**config.mk**
```make
export PLATFORM = sky130hd
export DESIGN_NAME = seven_seg_scanner
export DESIGN_NICKNAME = d
export VERILOG_FILES = /design/src/rtl/clock_display_pkg.sv /design/src/rtl/bcd_to_seg.sv /design/src/rtl/seven_seg_scanner.sv
export SDC_FILE = /design/constraint.sdc
export NUM_CORES = 1
export LEC_CHECK = 0
export BUFFER_PORTS_ARGS = -buffer_cell sky130_fd_sc_hd__buf_2
export CAP_MARGIN = 20
export CORE_MARGIN = 2
export CORE_UTILIZATION = 50
export CTS_BUF_LIST = sky130_fd_sc_hd__clkbuf_4 sky130_fd_sc_hd__clkbuf_8 sky130_fd_sc_hd__clkbuf_16
export CTS_CLUSTER_DIAMETER = 40
export CTS_CLUSTER_SIZE = 25
export DETAILED_ROUTE_END_ITERATION = 7
export GPL_TIMING_DRIVEN = 0
export PLACE_DENSITY = 0.71
export SLEW_MARGIN = 20
export SYNTH_ARGS = -nofsm -noshare
export SYNTH_HDL_FRONTEND = slang
export SYNTH_SLANG_ARGS = --single-unit
export TNS_END_PERCENT = 50
```
**constraint.sdc**
```tcl
create_clock -name clk -period 2.95 [get_ports clk]
set_input_delay 0.295 -clock clk [delete_from_list [all_inputs] [get_ports clk]]
set_output_delay 0.295 -clock clk [all_outputs]
set_load 0.01 [all_outputs]
```
**src/rtl/clock_display_pkg.sv**
```systemverilog
// Shared constants for the clock display path: segment codes, digit slots, scan states.
package clock_display_pkg;

  // Active-high segment codes, bit order {g,f,e,d,c,b,a}
  localparam logic [6:0] SEG_0    = 7'h3F;
  localparam logic [6:0] SEG_1    = 7'h06;
  localparam logic [6:0] SEG_2    = 7'h5B;
  localparam logic [6:0] SEG_3    = 7'h4F;
  localparam logic [6:0] SEG_4    = 7'h66;
  localparam logic [6:0] SEG_5    = 7'h6D;
  localparam logic [6:0] SEG_6    = 7'h7D;
  localparam logic [6:0] SEG_7    = 7'h07;
  localparam logic [6:0] SEG_8    = 7'h7F;
  localparam logic [6:0] SEG_9    = 7'h6F;
  localparam logic [6:0] SEG_DASH = 7'h40;

  localparam logic [2:0] IDX_SEC_ONES  = 3'd0;
  localparam logic [2:0] IDX_SEC_TENS  = 3'd1;
  localparam logic [2:0] IDX_MIN_ONES  = 3'd2;
  localparam logic [2:0] IDX_MIN_TENS  = 3'd3;
  localparam logic [2:0] IDX_HOUR_ONES = 3'd4;
  localparam logic [2:0] IDX_HOUR_TENS = 3'd5;

  localparam int unsigned NUM_DIGITS = 6;

  typedef enum logic {
    BLANK = 1'b0,
    DRIVE = 1'b1
  } scan_state_t;

endpackage

```
**src/rtl/bcd_to_seg.sv**
```systemverilog
// Combinational BCD to active-high 7-segment decoder; codes above 9 show a dash.
module bcd_to_seg
  import clock_display_pkg::*;
(
  input  logic [3:0] bcd,
  output logic [6:0] seg
);

  always_comb begin
    seg = SEG_DASH;
    case (bcd)
      4'd0:    seg = SEG_0;
      4'd1:    seg = SEG_1;
      4'd2:    seg = SEG_2;
      4'd3:    seg = SEG_3;
      4'd4:    seg = SEG_4;
      4'd5:    seg = SEG_5;
      4'd6:    seg = SEG_6;
      4'd7:    seg = SEG_7;
      4'd8:    seg = SEG_8;
      4'd9:    seg = SEG_9;
      default: seg = SEG_DASH;
    endcase
  end

endmodule

```
**src/rtl/seven_seg_scanner.sv**
```systemverilog
// Six-digit multiplexed 7-segment scanner with per-frame snapshot, inter-digit
// blanking, leading hour-zero suppression and colon dots.
module seven_seg_scanner
  import clock_display_pkg::*;
#(
  parameter int unsigned CLOCK_FREQ   = 1_200_000,
  parameter int unsigned DIGIT_HOLD   = 1000,
  parameter int unsigned BLANK_CYCLES = 20,
  parameter bit          ACTIVE_LOW   = 1'b1,
  parameter bit          LZ_BLANK     = 1'b1
)
(
  input  logic       clk,
  input  logic       reset_n,
  input  logic       enable,
  input  logic       colon_on,
  input  logic [3:0] sec_ones,
  input  logic [3:0] sec_tens,
  input  logic [3:0] min_ones,
  input  logic [3:0] min_tens,
  input  logic [3:0] hour_ones,
  input  logic [3:0] hour_tens,
  output logic [6:0] seg,
  output logic       dp,
  output logic [5:0] an
);

  localparam int unsigned CNT_MAX = (DIGIT_HOLD > BLANK_CYCLES) ? DIGIT_HOLD : BLANK_CYCLES;
  localparam int unsigned CNT_W   = $clog2(CNT_MAX);

  localparam logic [CNT_W-1:0] HOLD_LAST  = CNT_W'(DIGIT_HOLD - 1);
  localparam logic [CNT_W-1:0] BLANK_LAST = CNT_W'(BLANK_CYCLES - 1);
  localparam logic [CNT_W-1:0] SEG_LOAD   = CNT_W'(1);

  localparam logic [5:0] AN_OFF  = {6{ACTIVE_LOW}};
  localparam logic [6:0] SEG_OFF = {7{ACTIVE_LOW}};
  localparam logic       DP_OFF  = ACTIVE_LOW;

  if (DIGIT_HOLD < 1 || BLANK_CYCLES < 2 || CLOCK_FREQ == 0) begin : g_param_check
    $error("seven_seg_scanner: DIGIT_HOLD >= 1, BLANK_CYCLES >= 2, CLOCK_FREQ > 0 required");
  end

  scan_state_t           state;
  logic [CNT_W-1:0]      cnt;
  logic [2:0]            idx;
  logic [5:0][3:0]       snap;
  logic                  colon_snap;

  logic [3:0] cur_digit;
  logic [6:0] dec_seg;
  logic [6:0] seg_next;
  logic       dp_next;

  always_comb begin
    cur_digit = '0;
    if (idx <= IDX_HOUR_TENS) cur_digit = snap[idx];
  end

  bcd_to_seg u_dec (
    .bcd (cur_digit),
    .seg (dec_seg)
  );

  always_comb begin
    seg_next = dec_seg;
    if (LZ_BLANK && idx == IDX_HOUR_TENS && cur_digit == 4'd0) seg_next = '0;
    dp_next = colon_snap && (idx == IDX_MIN_ONES || idx == IDX_HOUR_ONES);
  end

  // Outputs are held at their final polarity; only this register stage sees ACTIVE_LOW.
  always_ff @(posedge clk or negedge reset_n) begin
    if (!reset_n) begin
      state      <= BLANK;
      cnt        <= '0;
      idx        <= '0;
      snap       <= '0;
      colon_snap <= 1'b0;
      an         <= AN_OFF;
      seg        <= SEG_OFF;
      dp         <= DP_OFF;
    end else begin
      if (state == BLANK && idx == IDX_SEC_ONES && cnt == '0) begin
        snap       <= {hour_tens, hour_ones, min_tens, min_ones, sec_tens, sec_ones};
        colon_snap <= colon_on;
      end
      if (state == BLANK && cnt == SEG_LOAD) begin
        seg <= seg_next ^ SEG_OFF;
        dp  <= dp_next ^ DP_OFF;
      end
      case (state)
        BLANK: begin
          if (cnt == BLANK_LAST) begin
            state <= DRIVE;
            cnt   <= '0;
            an    <= ((6'd1 << idx) & {6{enable}}) ^ AN_OFF;
          end else begin
            cnt <= cnt + CNT_W'(1);
          end
        end
        DRIVE: begin
          if (cnt == HOLD_LAST) begin
            state <= BLANK;
            cnt   <= '0;
            an    <= AN_OFF;
            idx   <= (idx == IDX_HOUR_TENS) ? '0 : idx + 3'd1;
          end else begin
            cnt <= cnt + CNT_W'(1);
            // Enable is only sampled on slot entry, so re-asserting it mid-slot keeps the digit dark.
            if (!enable) an <= AN_OFF;
          end
        end
        default: begin
          state <= BLANK;
          cnt   <= '0;
          an    <= AN_OFF;
        end
      endcase
    end
  end

  a_an_onehot0: assert property (@(posedge clk) disable iff (!reset_n) $onehot0(an ^ AN_OFF));

endmodule

```
* Word-level counts from Yosys, hierarchy flattened
Memory sizes are Yosys's and may differ from the RTL's. Index checks and enable logic that the tools add are counted.
Cells by class: shift operators 1, bitwise logic cells 5, $lt $le $gt $ge 2, add/subtract/negate cells 2, reductions and logical operators 11, multiplexer cells 15, eq/ne operators 8
Operators with widths (number):
- 10-bit 2-to-1 mux | 2
- 10-bit one-hot mux with 2 select lines | 1
- 6-bit 2-to-1 mux | 3
- 4-bit binary-select mux with 3-bit select | 1
- 6-bit one-hot mux with 2 select lines | 1
- 10-bit by 1-bit adder with 10-bit output, second input constant | 1
- 10-bit by 1-bit == test with 1-bit output, second input constant | 1
- 10-bit == test, second input constant | 1
- 10-bit by 5-bit == test with 1-bit output, second input constant | 1
- 10-bit zero test | 1
- 4-bit 2-to-1 mux | 2
- 7-bit 2-to-1 mux | 1
- 7-bit inverter | 1
- 6-bit bitwise AND | 1
- 3-bit == test, second input constant | 2
- 6-bit inverter | 1
- 1-bit by 3-bit << shifter with 6-bit output, first input constant | 1
- 1-bit logical AND | 5
- 4-bit zero test | 1
- 3-bit by 4-bit less-than comparator with 1-bit output, second input constant | 1
- 2-bit AND reduction | 2
- 3-bit by 1-bit adder with 3-bit output, second input constant | 1
- 3-bit by 2-bit == test with 1-bit output, second input constant | 1
- 3-bit less-or-equal comparator, second input constant | 1
- other kinds (8) | 10
Word-level totals: flip-flop bits (word level) 53, ROM bits 112, word-level logic and storage cells 58, input bits 28, output and inout bits 14, memories kept 1
Memories:
- (no name shown) | words 16, width 7, rd ports 1, clocked after Yosys merged registers in 0, wr ports 0, line bcd_to_seg.sv:11 | case (bcd)

* Logic depth before layout (Yosys ltp)
depth in word-level cells 7, mapped depth 10

* Modules after synthesis
Synthesis repeated with hierarchy kept, for this count alone.
Unflattened totals: cell total of the unflattened synthesis 250, area, all modules 2801.4 sq um
By module, submodules not included:
- seven_seg_scanner | cells an instance 221, area each 2573.7 sq um, sequential area each 1343.8 sq um, times used 1
- bcd_to_seg | cells an instance 29, area each 227.7 sq um, sequential area each 0.0 sq um, times used 1

* Worst setup path after synthesis
No wires, ideal clock.
kind flip-flop to flip-flop, from reg cnt[2], to reg colon_snap, buffers on the path 2, clock period less this slack 2.389 ns, setup time 0.125 ns, path slack 0.561 ns, arrival time 2.264 ns, data required time 2.825 ns, cell stages (with the launch flop) 7, cell sequence dfrtp_1 -> or4_4 -> or3_4 -> or3_1 -> buf_6 -> buf_6 -> mux2_4
On the way: cells in the longest elaborated chain, start to end 2
Ends and longest elaborated chain:
- start, declared | line seven_seg_scanner.sv:44 | logic [CNT_W-1:0] cnt;
- start signal, assigned | line seven_seg_scanner.sv:97 | cnt <= cnt + CNT_W'(1);
- start signal, assigned | line seven_seg_scanner.sv:107 | cnt <= cnt + CNT_W'(1);
- 10-bit zero test | line seven_seg_scanner.sv:82 | if (state == BLANK && idx == IDX_SEC_ONES && cnt == '0) begin
- 1-bit logical AND | line seven_seg_scanner.sv:82
- end signal, assigned | line seven_seg_scanner.sv:84 | colon_snap <= colon_on;
- end, declared | line seven_seg_scanner.sv:47 | logic colon_snap;
No other way between the ends. A chain may end at the register's enable or synchronous reset.

* Final worst setup path
from reg idx[0], to reg seg[3]
On the way: cells in the longest elaborated chain, start to end 7, elaborated cells on any way between the ends 10, classes of those cells order compare (1); eq/ne (1); mux (4); bitwise (1); reduce/logical (2); memory (1)
Ends and longest elaborated chain:
- start, declared | line seven_seg_scanner.sv:45 | logic [2:0] idx;
- start signal, assigned | line seven_seg_scanner.sv:105 | idx <= (idx == IDX_HOUR_TENS) ? '0 : idx + 3'd1;
- parallel branches: the longest is 5 deep, another holds memory read 16 x 7 bit
- 7-bit 2-to-1 mux * | line seven_seg_scanner.sv:66 | if (LZ_BLANK && idx == IDX_HOUR_TENS && cur_digit == 4'd0) seg_next = '0;
- 7-bit inverter (no line) *
- end signal, assigned | line seven_seg_scanner.sv:87 | seg <= seg_next ^ SEG_OFF;
- end, declared | line seven_seg_scanner.sv:23 | output logic [6:0] seg,
Every way passes the cells marked *. The select of a mux whose other input is x is not followed.

==> run_results.csv <==
group,metric,value,unit
status,outcome,"finished with violations",
status,violations,"negative hold slack",
power_and_ir_drop,irDropWorstVdd,0.176,mV
timing,whs,-0.00227,ns
clocking,ctsHoldBuffers,0,
logic_synthesis,synthesis.nets,274,
worst_hold_path,hp-class,"in -> async",
logic_synthesis,ys.warnings.count,0,
die,die-area,6250,um2
setup_path,max_stage_delay,0.42,ns
routing,via_count,1932,
power_and_ir_drop,p_leak,1.40,nW
timing,finalHoldViolCount,1,
grt,antenna_found_initial,0,
die,initial_core_util,51.5,%
clocking,cts_tree,"built",
logic_synthesis,synth_top_area_share,34.6,%
logic_synthesis,synth_area_leaders,"dfrtp_1, dfstp_2, mux2_4",
routing,drtIter0Drc,80,
setup_path,ff2ff_setup_slack,0.23,ns
setup_path,worstPathArrival,2.96,ns
setup_path,r2r_cells,10,
logic_synthesis,synth_flop_cell,"dfrtp_1",
clocking,cts.sinks,53,
power_and_ir_drop,p_per_area,412,nW/um2
timing,min_period,2.72,ns
clocking,max-clock-path-buffers,2,
die,die_h,79.1,um
timing,timing.fmax,0.368,GHz
logic_synthesis,syn-instance-count,236,
power_and_ir_drop,switching_share,22.6,%
setup_path,timing.rr.end,"seg[3]",
routing,routedWlPerCell,15.1,um
clocking,clk_latency,0.31,ns
setup_path,path_cells,"buf_2 -> clkbuf_4 -> mux2i_1 -> a22oi_1 -> nand2_1 -> ha_1 -> nor4b_1 -> nor4b_2 -> o21ai_2 -> o22a_1",
setup_path,critPathCaptureType,"flip-flop",
run,maxCapViolCount,0,
timing,grt_setup_unrepaired,"false",
setup_path,critPathLaunchType,"flip-flop",
setup_path,worstPathRequired,3.19,ns
logic_synthesis,netlist_area,2820,um2
setup_path,rr_startpoint,"idx[0]",
logic_synthesis,synth_edf_count,0,
logic_synthesis,ys_seq_area_share,47.7,%
routing,post_drt_via_cell_ratio,5.43,
timing,final_max_slew_viol_count,0,
power_and_ir_drop,switching_power,300,uW
logic_synthesis,post-synth-top-area-cell,"dfrtp_1",
power_and_ir_drop,combPwrFrac,8.2,%
timing,tightest_slew,0.926,ns
power_and_ir_drop,internal_power,1.03,mW
final_layout,drive_gt1_share,37.0,%
final_layout,layout.nets,321,
setup_path,cp_max_fo,10,
grt,grt_usage,19.6,%
timing,final.period_utilization,92.1,%
die,core_area,5470,um2
logic_synthesis,avgSynthCellArea,11.9,um2
power_and_ir_drop,p_seq_share,58.2,%
power_and_ir_drop,pwr-share-clk,33.6,%
placement,io_buffer_count,40,
die,dieWidth,79.1,um
timing,fin_tns_setup,0,ns
clocking,path_clk_slew,0.09,ns
timing,clock-skew-final,0.00917,ns
die,ios,42,
grt,grt_pass1_wl,9480,um
routing,final_antenna_net_count,0,
logic_synthesis,yosysUniqueCellTypes,47,
die,num_rows,27,
routing,drc,0,
clocking,htree_levels,2,
timing,relSlewSlack,37.7,%
placement,placed_cells,348,
logic_synthesis,ys_ff_latch,53,
final_layout,syn2layout_area_growth,14.1,%
grt,overflow,0,
setup_path,critical-path-slowest-cell,"nor4b_2",
logic_synthesis,async_flop_share,100,%
placement,dp_hpwl,3890,um
routing,first_pass_iters,4,
clocking,cts_buffers,5,
timing,setup_viol,0,
power_and_ir_drop,power,1.33,mW
routing,wirelength,5380,um
grt,grt_pass1_vias,1958,
clocking,cts_root_buf,"clkbuf_8",
final_layout,final_cell_count_no_fill,356,
final_layout,diodes,0,
placement,routabilityCongestion,0.858,
grt,grt_max_degree,54,
setup_path,criticalPathCategory,"reg -> reg",
==> layout make-up <==
cell class	instances	area, um2
flip-flops and latches	53	1340
fillers	489	2260
multi-input cells	165	1380
clock buffers	8	97.6
inverters	7	26.3
plain buffers	11	71.3
well taps	72	90.1
repair buffers	40	203
==> cells in the mapped netlist, types with 2 or more instances <==
library cell and n:
and2_1 4, mux2_2 7, nor2b_1 3, nand3b_1 3, ha_1 10, nor4b_1 2, a21oi_1 5, o2bb2ai_1 2
nand3_1 2, o21a_1 2, nand2_1 8, mux2_4 20, or2_2 2, buf_2 4, a31oi_1 3, clkbuf_1 4
nand4_1 4, o22a_1 6, a2bb2oi_1 6, a211oi_1 2, a22oi_1 3, dfstp_2 14, xnor2_1 3, nor3_1 6
inv_1 7, buf_6 3, nor2_1 14, a21boi_0 2, or3_1 5, o21ai_0 11, dfrtp_1 39, mux2i_1 11
xor2_1 4, nand2b_1 2
==> flip-flops by register name, indices dropped and copies added (netlist names) <==
name        count
an              6
cnt            10
colon_snap      1
dp              1
idx             3
seg             7
snap           24
state           1
==> through the flow <==
stage	area, um2	util (%)	hold WS [ns]	setup slack, ns
after detailed placement	3110	56.9	0.370	0.0831
after CTS	3210	58.6	0.0345	0.0525
after global placement	3110	56.8	0.485	0.0854
after global routing	3220	58.8	0.0557	0.0282
after floorplan	2820	-	-0.000591	0.561
final	3220	58.8	-0.00227	0.234
==> cell families after synthesis <==
logic type,count (synthesis),share of synthesized area [%]
and+or+nand+nor,64,13.4
DFF,53,47.7
AOI/OAI and AO/OA,46,11.6
muxes,38,17.4
buffers and inverters,18,3.37
adders and majority gates,10,4.44
xor gates and xnor gates,7,2.17
==> routing by layer <==
metal  up-vias  share of wire, %  GRT usage (%)
li1        949                 -              -
met1       940                47           26.9
met2        35                48           31.6
met3         8               3.1           3.86
met4         0               1.3           5.52
met5         -                 0              0
==> what timing repair did <==
item,in CTS,in global routing
setup buffers,0,0
resized for setup,0,3
endpoints found under the hold margin,0,0
endpoints found under the setup margin,0,5
==> power by group through the flow <==
stage	Sequential [mW]	Clock (mW)	Combinational, mW
floorplan	0.786	0	0.0565
global placement	0.784	0	0.108
detailed placement	0.785	0	0.111
CTS	0.772	0.460	0.111
global route	0.775	0.488	0.124
finish	0.772	0.445	0.109
==> layout by cell type (no fill, tap or decap), drive strengths merged, types with 3 or more instances in the layout <==
master and count:
nor2 14, clkbuf 13, inv 7, nor3 6, a2bb2oi 6, nand3b 3
xnor2 3, buf 46, o21ai 11, a21oi 5, or3 6, dfstp 14
and2 4, mux2 27, nand2 8, o22a 6, xor2 4, mux2i 11
nor4b 3, dfrtp 39, ha 10, nand4 4, a22oi 3, a31oi 3
nor2b 3
==> critical path, delay by kind of cell, from the launching register on <==
family / cells / cell delay (ns)
adders and majority gates: 1 / 0.25
DFF: 1 / 0.36
and+or+nand+nor: 3 / 0.73
buffers and inverters: 2 / 0.59
AOI/OAI and AO/OA: 3 / 0.61
muxes: 1 / 0.11
==> worst max-delay path by stage <==
stage,cells past startpoint,slack (ns),startpoint,to
after floorplan,6,0.56,cnt[2],colon_snap
after global placement,10,0.09,idx[0],seg[0]
after detailed placement,10,0.08,idx[0],seg[3]
after CTS,10,0.05,idx[0],seg[3]
after global routing,10,0.03,idx[0],seg[3]
final,10,0.23,idx[0],seg[3]
Power figures use the tool's default switching activity.
